===== src/rtl/mux_serializer_ctrl_if.sv =====
// Handshake and mux-side bundle for the mux-based serializer controller.
// The master modport is the controller; slave is the word source / mux / consumer side.
interface mux_serializer_ctrl_if #(
   parameter int N = 8,
   parameter int R = 3
);
   logic         in_valid;
   logic [N-1:0] in_data;
   logic         in_ready;
   logic [N-1:0] mux_a;
   logic [R-1:0] mux_s;
   logic         mux_y;
   logic         ser_valid;
   logic         ser_bit;
   logic         ser_last;
   logic         ser_ready;
   logic         busy;

   modport master (
      input  in_valid, in_data, mux_y, ser_ready,
      output in_ready, mux_a, mux_s, ser_valid, ser_bit, ser_last, busy
   );

   modport slave (
      output in_valid, in_data, mux_y, ser_ready,
      input  in_ready, mux_a, mux_s, ser_valid, ser_bit, ser_last, busy
   );
endinterface


===== src/rtl/mux_serializer_ctrl.sv =====
// Serializes an N-bit word LSB-first by stepping the select of an external N:1 mux.
// The held word and the select are registered; the serial bit is the mux result itself.
module mux_serializer_ctrl #(
   parameter int N = 8,
   parameter int R = 3
) (
   input logic                 clk,
   input logic                 rst,
   mux_serializer_ctrl_if.master bus
);
   typedef enum logic {IDLE, SHIFT} state_t;

   localparam logic [R-1:0] LAST_SEL = R'(N - 1);

   if (N < 2 || N > (1 << R)) begin : g_bad_param
      $error("mux_serializer_ctrl: N must satisfy 2 <= N <= 2**R");
   end

   state_t       state;
   logic [N-1:0] mux_a_q;
   logic [R-1:0] mux_s_q;
   logic         ser_valid_q;
   logic         busy_q;
   logic         ser_last_q;

   logic beat_done;
   logic in_ready_c;
   logic load;

   // A new word is only taken while idle or on the completed final beat, which removes the gap cycle.
   assign beat_done  = ser_valid_q & bus.ser_ready;
   assign in_ready_c = ~rst & ((state == IDLE) | (ser_last_q & bus.ser_ready));
   assign load       = bus.in_valid & in_ready_c;

   assign bus.in_ready  = in_ready_c;
   assign bus.mux_a     = mux_a_q;
   assign bus.mux_s     = mux_s_q;
   assign bus.ser_valid = ser_valid_q;
   assign bus.ser_bit   = bus.mux_y;
   assign bus.ser_last  = ser_last_q;
   assign bus.busy      = busy_q;

   always_ff @(posedge clk) begin
      if (rst) begin
         state       <= IDLE;
         mux_a_q     <= '0;
         mux_s_q     <= '0;
         ser_valid_q <= 1'b0;
         busy_q      <= 1'b0;
         ser_last_q  <= 1'b0;
      end else begin
         unique case (state)
            IDLE: begin
               if (load) begin
                  mux_a_q     <= bus.in_data;
                  mux_s_q     <= '0;
                  ser_valid_q <= 1'b1;
                  busy_q      <= 1'b1;
                  ser_last_q  <= 1'b0;
                  state       <= SHIFT;
               end
            end
            SHIFT: begin
               // ser_last_q tracks mux_s == N-1, so the select never steps past the final input.
               if (beat_done) begin
                  if (!ser_last_q) begin
                     mux_s_q    <= mux_s_q + R'(1);
                     ser_last_q <= ((mux_s_q + R'(1)) == LAST_SEL);
                  end else if (load) begin
                     mux_a_q    <= bus.in_data;
                     mux_s_q    <= '0;
                     ser_last_q <= 1'b0;
                  end else begin
                     ser_valid_q <= 1'b0;
                     busy_q      <= 1'b0;
                     ser_last_q  <= 1'b0;
                     state       <= IDLE;
                  end
               end
            end
            default: state <= IDLE;
         endcase
      end
   end
endmodule


===== src/flat_wrapper.sv =====
// flat-port wrapper written by rule: the top's interface ports become plain ports
module mux_serializer_ctrl_flat 
#(
   parameter int N = 8,
   parameter int R = 3
)
  (clk, rst, bus_in_valid, bus_in_data, bus_mux_y, bus_ser_ready, bus_in_ready, bus_mux_a, bus_mux_s, bus_ser_valid, bus_ser_bit, bus_ser_last, bus_busy);
  mux_serializer_ctrl_if #(.N(N), .R(R)) bus_i ();
  input logic clk;
  input logic rst;
  input wire logic [$bits(bus_i.in_valid)-1:0] bus_in_valid;
  input wire logic [$bits(bus_i.in_data)-1:0] bus_in_data;
  input wire logic [$bits(bus_i.mux_y)-1:0] bus_mux_y;
  input wire logic [$bits(bus_i.ser_ready)-1:0] bus_ser_ready;
  output wire logic [$bits(bus_i.in_ready)-1:0] bus_in_ready;
  output wire logic [$bits(bus_i.mux_a)-1:0] bus_mux_a;
  output wire logic [$bits(bus_i.mux_s)-1:0] bus_mux_s;
  output wire logic [$bits(bus_i.ser_valid)-1:0] bus_ser_valid;
  output wire logic [$bits(bus_i.ser_bit)-1:0] bus_ser_bit;
  output wire logic [$bits(bus_i.ser_last)-1:0] bus_ser_last;
  output wire logic [$bits(bus_i.busy)-1:0] bus_busy;
  assign bus_i.in_valid = bus_in_valid;
  assign bus_i.in_data = bus_in_data;
  assign bus_i.mux_y = bus_mux_y;
  assign bus_i.ser_ready = bus_ser_ready;
  assign bus_in_ready = bus_i.in_ready;
  assign bus_mux_a = bus_i.mux_a;
  assign bus_mux_s = bus_i.mux_s;
  assign bus_ser_valid = bus_i.ser_valid;
  assign bus_ser_bit = bus_i.ser_bit;
  assign bus_ser_last = bus_i.ser_last;
  assign bus_busy = bus_i.busy;
  mux_serializer_ctrl #(.N(N), .R(R)) u_core (.clk(clk), .rst(rst), .bus(bus_i));
endmodule

===== config.mk =====
export PLATFORM = sky130hd
export DESIGN_NAME = mux_serializer_ctrl_flat
export DESIGN_NICKNAME = d
export VERILOG_FILES = /design/src/rtl/mux_serializer_ctrl_if.sv /design/src/rtl/mux_serializer_ctrl.sv /design/src/flat_wrapper.sv
export SDC_FILE = /design/constraint.sdc
export NUM_CORES = 1
export LEC_CHECK = 0
export CORE_MARGIN = 2
export CORE_UTILIZATION = 45
export DETAILED_ROUTE_END_ITERATION = 12
export PLACE_DENSITY = 0.82
export RECOVER_POWER = 50
export REMOVE_ABC_BUFFERS = 1
export SLEW_MARGIN = 20
export SYNTH_ARGS = -nofsm -noshare
export SYNTH_HDL_FRONTEND = slang
export SYNTH_SLANG_ARGS = --single-unit

===== constraint.sdc =====
create_clock -name clk -period 2.66 [get_ports clk]
set_clock_uncertainty 0.1 [all_clocks]
set_input_delay 0.399 -clock clk [delete_from_list [all_inputs] [get_ports clk]]
set_output_delay 0.399 -clock clk [all_outputs]
set_load 0.03 [all_outputs]

==> results by group, run 1 <==
Synth
  • Register area share after synthesis: 38.0%
  • Post-synthesis mux area share: 12.2%
  • Synth Area in Adders: 3.40%
  • Yosys warning total: 0
  • Asr flop ratio synth: 0%
  • Top cells by area, synth: dfxtp_1 (38%), nand2b_1 (15%), mux2i_1 (12%), ha_1 (3.4%), nor3b_1 (3.1%)
  • Area share of the largest cell type after synthesis: between 30% and 40%
  • Post-Synth XOR/XNOR Area: 1.19%
  • Syn avg cell area: about 9.3 um2
  • Synth Instances: 79
  • Cell taking the most area after synthesis: dfxtp_1
  • Number of flops mapped to enable cells by yosys: 0
  • Largest family of logic cells by synthesized area: simple AND/OR/NAND/NOR gates
  • Synthesized area: 737 um2
  • Post-synth cell types: 27
  • Compound-Gate Fraction of Synth Area: 9.51%
  • Top_reg_cell synth: dfxtp_1
  • Simple-gate share of the synthesized area: ~28%
  • FF+latch count, synth: 14

Floorplan
  • Die Span X: 44.5 um
  • Die Ht: around 44 um
  • Initial Utilization: 48.4%
  • I/O pin count: 29
  • Core area: 0.00152 mm2
  • FP Rows: 14
  • Die area: 0.00198 mm2

Worst setup path
  • CP startpoint: bus_ser_ready
  • Data arrival, critical path: 1.89 ns
  • Critical path endpoint: bus_in_ready
  • R2R Setup Slk: slightly above 0.8 ns
  • Critical path startpoint category: primary input
  • Critical path capture point type: primary output
  • Crit Path Class: primary input to primary output
  • R2r worst-path depth: 3
  • Worst endpoint required time: 2.16 ns
  • FF-to-FF End: u_core.bus.mux_a[7]
  • Crit Path Max Fanout: 4
  • Startpoint of the worst register-to-register path: u_core.bus.ser_last

STA
  • Period Utilization, post-route: 90.0%
  • PnR worst setup slack: around 0.27 ns
  • Slew Limit Fails: 0
  • Rel. slew slack: between 30% and 40%
  • Worst slew pin tran: 0.974 ns
  • Period minus WS final: 2.39 ns
  • TNS Setup: 0 ns
  • Worst hold slack: roughly 0.38 ns
  • Count of final hold-check violations: 0
  • Unrepaired setup endpoints after global routing: false
  • Maximum clock rate: between 400 and 500 MHz
  • Final setup fails: 0

Pwr
  • VDD IR max: roughly 0.26 mV
  • Pleak: about 0.37 nW
  • Power Total: 0.488 mW
  • Pwr dens: 483 mW/mm2

Drt
  • Final antenna-violating net count: 0
  • DRT iter0 DRCs: 11
  • Routed via count: 618
  • WL per Instance: 12.2 um
  • DR DRC count: 0
  • Detailed Route WL: 1450 um
  • First-pass DRT Iterations: 2
  • Vias/cell: 5.19

Layout
  • Most frequent cells in the layout: clkdlybuf4s50_1 (25), nand2b_1 (18), dfxtp_1 (14)
  • N_diodes: 0
  • Non-Filler Instances: around 120
  • P&R area growth vs syn: 36.8%
  • Fill count: ~130
  • Nets: 119
  • Share of cells above drive strength 1: a little under 6%
  • Area of the multi-input gates: 389 um2
  • Commonest non-fill, non-tap cell in the layout: clkdlybuf4s50_1
  • Area of all sequential standard cells: 280 um2

Clock network
  • Clock latency on the worst-skew pair: between 0.2 and 0.3 ns
  • Post-cts sizing count: 0
  • Worst-path clk slew: 0.09 ns
  • CTS H-tree lvls: 1
  • Post-CTS setup buffer count: 0
  • Root buffer cell: clkbuf_4
  • Max Buffers Root-to-Sink: 2
  • Clock buffer count from CTS: 3
  • CTS hold repair buffers: 0
  • CTS tree: done
  • Clk sinks: 14

Place
  • Detailed Place HPWL: 1020 um
  • Buffers on Ports: 26
  • RD Place Congestion: 0.787
  • Placed cells: 115
  • Pre-CTS setup slack: 0.312 ns

Global route
  • Largest net degree at the start of global routing: 26
  • Initial antenna violation count: 0
  • All-Layer GR Usage: 17.6%
  • GRT Residual Overflow: 0
  • First-pass GRT wire length: 2570 um
  • Vias in the first global route: 604

Min path
  • Tightest Hold Check Type: flip-flop to flip-flop

Job
  • Max_cap viols: 0

Status
  • Status: complete, no violations
layout make-up:
| cell class | instances | share of cell area (%) |
|---|---|---|
| multi-input combinational | 54 | 38.6 |
| timing repair buffer | 27 | 26.6 |
| tap | 16 | 1.99 |
| sequential | 14 | 27.8 |
| clock buffer | 4 | 3.60 |
| inverter | 4 | 1.49 |
synth_stat cells (2+ instances only):
master / count
nand2b_1: 18
dfxtp_1: 14
mux2i_1: 9
inv_1: 4
a21oi_1: 3
nor3b_1: 3
buf_2: 2
buf_4: 2
clkbuf_1: 2
ha_1: 2
nand2_1: 2
nand3_1: 2
nor2_1: 2
kinds of logic after synthesis:
group,count (synthesis)
XOR/XNOR,1
adder cells (fa/ha/maj),2
buffers and inverters,11
AO/OA/AOI/OAI,10
multiplexers,9
AND/OR/NAND/NOR,32
flip-flops,14
state kept, by name, indices dropped and copies added, names as in the netlist:
name and count:
u_core.bus.mux_a 8, u_core.bus.mux_s 3, u_core.bus.busy 1, u_core.bus.ser_last 1, u_core.state 1
how the worst min path moves through the flow:
stage / start / to / slack (ns) / depth (start not counted)
detailed placement: u_core.bus.mux_a[3] / u_core.bus.mux_a[3] / 0.36 / 2
floorplan: rst / u_core.bus.ser_last / 0.37 / 1
CTS: u_core.bus.mux_a[3] / u_core.bus.mux_a[3] / 0.38 / 2
global route: u_core.bus.mux_a[5] / u_core.bus.mux_a[5] / 0.41 / 2
finish: u_core.bus.mux_a[3] / u_core.bus.mux_a[3] / 0.38 / 2
global placement: u_core.bus.mux_a[0] / u_core.bus.mux_a[0] / 0.36 / 2
worst max-delay path, stage by stage:
cell and delay [ns]:
dlygate4sd3_1 0.58, nand2_1 0.08, a21oi_1 0.15, clkdlybuf4s50_1 0.68
through the flow:
step           utilization [%]  instance area (um2)
3_3_place_gp              64.4                  981
2_1_floorplan                -                  693
6_report                  66.2                 1010
5_1_grt                   66.2                 1010
4_1_cts                   66.7                 1020
3_5_place_dp              64.4                  981
report_power, final:
group | internal [mW] | switching, mW | leakage [nW]
Sequential | 0.220 | 0.00833 | 0.115
Clock | 0.0833 | 0.0745 | 0.0210
Combinational | 0.0520 | 0.0495 | 0.238
Total | 0.355 | 0.132 | 0.374
routing by layer:
metal	global-route usage [%]	vias up	part of all wire, %
met5	0	-	0
met4	10.9	0	2.4
met3	4.08	5	4.1
met2	26.7	13	46
met1	22.3	287	47
li1	-	313	-
No activity file was read; power rests on OpenSTA's default activity.
==> run 2, diff against run 1 <==
--- a/config.mk
+++ b/config.mk
@@ -11,6 +11,7 @@
 export PLACE_DENSITY = 0.82
 export RECOVER_POWER = 50
 export REMOVE_ABC_BUFFERS = 1
+export SKIP_LAST_GASP = 1
 export SLEW_MARGIN = 20
 export SYNTH_ARGS = -nofsm -noshare
 export SYNTH_HDL_FRONTEND = slang
==> results of run 2 <==
The final DEF is identical to that of run 1; final timing and power are the same.
==> run 3, diff against run 2 <==
--- a/config.mk
+++ b/config.mk
@@ -5,9 +5,9 @@
 export SDC_FILE = /design/constraint.sdc
 export NUM_CORES = 1
 export LEC_CHECK = 0
-export CORE_MARGIN = 2
 export CORE_UTILIZATION = 45
 export DETAILED_ROUTE_END_ITERATION = 12
+export MAX_ROUTING_LAYER = met4
 export PLACE_DENSITY = 0.82
 export RECOVER_POWER = 50
 export REMOVE_ABC_BUFFERS = 1
==> run 3 against run 2 <==
Effect of this change:
- register-to-register slack about the same
- cell count down 0.84%
- sequential power about the same
- total power down 8.5%
- flip-flop and latch count unchanged
- via count up 0.81%
- worst setup slack worse by 0.012 ns
- clock power down 25%
- design area down 1.4%
- non-clock buffer count unchanged
- maximum frequency down 0.49%
- count of clock-buffer cells in the layout down 1
- critical path type unchanged
- highest routed layer unchanged
==> results by group, run 3 (same netlist as run 1, synthesis figures left out) <==
Status
  • Status: complete, no violations (unchanged)

Clock network
  • Clock buffer count from CTS: 3 (unchanged)
  • Clk sinks: 14 (unchanged)
  • CTS hold repair buffers: 0 (unchanged)
  • Max Buffers Root-to-Sink: 2 (unchanged)
  • Post-CTS setup buffer count: 0 (unchanged)
  • CTS tree: done (unchanged)
  • Root buffer cell: clkbuf_4 (unchanged)
  • Worst-path clk slew: 0.08 ns (was 0.09 ns)
  • Post-cts sizing count: 0 (unchanged)
  • CTS H-tree lvls: 1 (unchanged)
  • Clock latency on the worst-skew pair: 0.28 ns (was 0.29 ns)

STA
  • Rel. slew slack: 35.8% (was 34.9%)
  • Worst hold slack: 0.379 ns (was 0.377 ns)
  • Period Utilization, post-route: 90.4% (was 90.0%)
  • TNS Setup: 0 ns (unchanged)
  • Period minus WS final: 2.41 ns (was 2.39 ns)
  • Worst slew pin tran: 0.960 ns (was 0.974 ns)
  • Unrepaired setup endpoints after global routing: false (unchanged)
  • Final setup fails: 0 (unchanged)
  • Count of final hold-check violations: 0 (unchanged)
  • Maximum clock rate: 416 MHz (was 418 MHz)
  • Slew Limit Fails: 0 (unchanged)

Pwr
  • Int Power: 0.324 mW (was 0.355 mW)
  • Pwr dens: 449 mW/mm2 (was 483 mW/mm2)
  • Switch Pwr: 0.122 mW (was 0.132 mW)
  • Power Total: 0.446 mW (was 0.488 mW)
  • Sequential share of power: 51.0% (was 46.8%)
  • Pleak: 0.367 nW (was 0.374 nW)
  • Sw frac: 27.3% (was 27.1%)
  • VDD IR max: 0.285 mV (was 0.260 mV)
  • Power share of the combinational group: 22.6% (was 20.8%)
  • Clock power share: 26.4% (was 32.4%)

Place
  • RD Place Congestion: 0.818 (was 0.787)
  • Buffers on Ports: 26 (unchanged)

Worst setup path
  • Slowest Stage Delay on Critical Path: 0.67 ns (was 0.68 ns)
  • CP startpoint: bus_ser_ready (unchanged)
  • Crit Path Max Fanout: 4 (unchanged)
  • Startpoint of the worst register-to-register path: u_core.bus.ser_last (unchanged)
  • R2R Setup Slk: 0.82 ns (about the same)
  • Crit path max-delay family: buffers and inverters (unchanged)
  • Worst endpoint required time: 2.16 ns (about the same)
  • Data arrival, critical path: 1.91 ns (was 1.89 ns)
  • Crit Path Class: primary input to primary output (unchanged)
  • Critical path startpoint category: primary input (unchanged)
  • CP max stage cell: clkdlybuf4s50_1 (unchanged)
  • FF-to-FF End: u_core.bus.mux_a[4] (was u_core.bus.mux_a[7])
  • Crit-path cells: dlygate4sd3_1 -> nand2_1 -> a21oi_1 -> clkdlybuf4s50_1 (unchanged)
  • R2r worst-path depth: 3 (unchanged)
  • Worst path buffer plus inverter count: 2 (unchanged)
  • Critical path capture point type: primary output (unchanged)

Min path
  • Hold depth: 2 (unchanged)
  • Tightest Hold Check Type: flip-flop to flip-flop (unchanged)
  • Hold Startpoint: u_core.bus.mux_a[7] (was u_core.bus.mux_a[3])
  • WHS Endpoint: u_core.bus.mux_a[7] (was u_core.bus.mux_a[3])

Floorplan
  • Die Ht: 42.5 um (was 44.5 um)
  • Die area: 0.00180 mm2 (was 0.00198 mm2)
  • Initial Utilization: 48.4% (unchanged)
  • Core area: 0.00152 mm2 (unchanged)
  • Die Span X: 42.5 um (was 44.5 um)
  • FP Rows: 14 (unchanged)
  • I/O pin count: 29 (unchanged)

Job
  • Max_cap viols: 0 (unchanged)

Layout
  • Share of cells above drive strength 1: 4.90% (was 5.83%)
  • Nets: 119 (unchanged)
  • Fill count: 134 (was 129)
  • Commonest non-fill, non-tap cell in the layout: clkdlybuf4s50_1 (unchanged)
  • Max reg flops: 8 (unchanged)
  • Most frequent cells in the layout: clkdlybuf4s50_1 (25), nand2b_1 (18), dfxtp_1 (14) (unchanged)
  • P&R area growth vs syn: 35.0% (was 36.8%)
  • N_diodes: 0 (unchanged)

Global route
  • All-Layer GR Usage: 16.9% (was 17.6%)
  • Largest net degree at the start of global routing: 26 (unchanged)
  • Initial antenna violation count: 0 (unchanged)
  • First-pass GRT wire length: 2240 um (was 2570 um)
  • Vias in the first global route: 535 (was 604)
  • GRT Residual Overflow: 0 (unchanged)

Drt
  • Routed via count: 623 (was 618)
  • Detailed Route WL: 1330 um (was 1450 um)
  • Vias/cell: 5.28 (was 5.19)
  • Final antenna-violating net count: 0 (unchanged)
  • DR DRC count: 0 (unchanged)
  • DRT iter0 DRCs: 7 (was 11)
  • WL per Instance: 11.3 um (was 12.2 um)
  • First-pass DRT Iterations: 4 (was 2)
[run 3: cell count changes in the layout (fill, tap and decap cells not counted)]
cell and change:
clkbuf_8 -1
[run 3: cell type report]
class / count / area (um2) / share of cell area, %
clock buffer: 3 / 22.5 / 2.26
inverter: 4 / 15.0 / 1.51
timing repair buffer: 27 / 268 / 26.9
tap: 16 / 20.0 / 2.01
sequential: 14 / 280 / 28.2
multi-input combinational: 54 / 389 / 39.1
[run 3: metrics by stage]
stage          cells  setup slack [ns]  cell area [um2]  util [%]
3_5_place_dp     115             0.315              981      64.4
4_1_cts          118             0.304             1000      65.8
5_1_grt          118             0.156              995      65.3
6_report         118             0.255              995      65.3
3_3_place_gp     115             0.334              981      64.4
2_1_floorplan     72             0.903              693         -
[run 3: power by group through the flow]
stage          Combinational, mW  Clock [mW]  Sequential (mW)
2_1_floorplan             0.0324           0            0.253
3_3_place_gp               0.101           0            0.232
3_5_place_dp               0.102           0            0.233
4_1_cts                    0.103       0.121            0.228
5_1_grt                    0.107       0.135            0.229
6_report                   0.101       0.118            0.227
[run 3: how the worst max path moves through the flow]
stage / to / slack, ns / depth (start not counted)
global placement: bus_in_ready / 0.33 / 4
finish: bus_in_ready / 0.25 / 4
CTS: bus_in_ready / 0.30 / 4
floorplan: bus_in_ready / 0.90 / 2
global route: bus_in_ready / 0.16 / 4
detailed placement: bus_in_ready / 0.31 / 4
[run 3: layer usage]
| metal | part of all wire (%) | track usage (%) |
|---|---|---|
| met2 | 49 | 25.5 |
| met3 | 4.1 | 5.17 |
| met5 | 0 | - |
| met4 | 2.2 | 7.50 |
| met1 | 45 | 20.8 |
[run 3: worst register-to-register path, delay by kind of cell, from the launching register on]
kind            cells  cell delay (ns)
flops               1             0.47
compound gates      1             0.79
simple gates        1             0.15
mux                 1             0.26
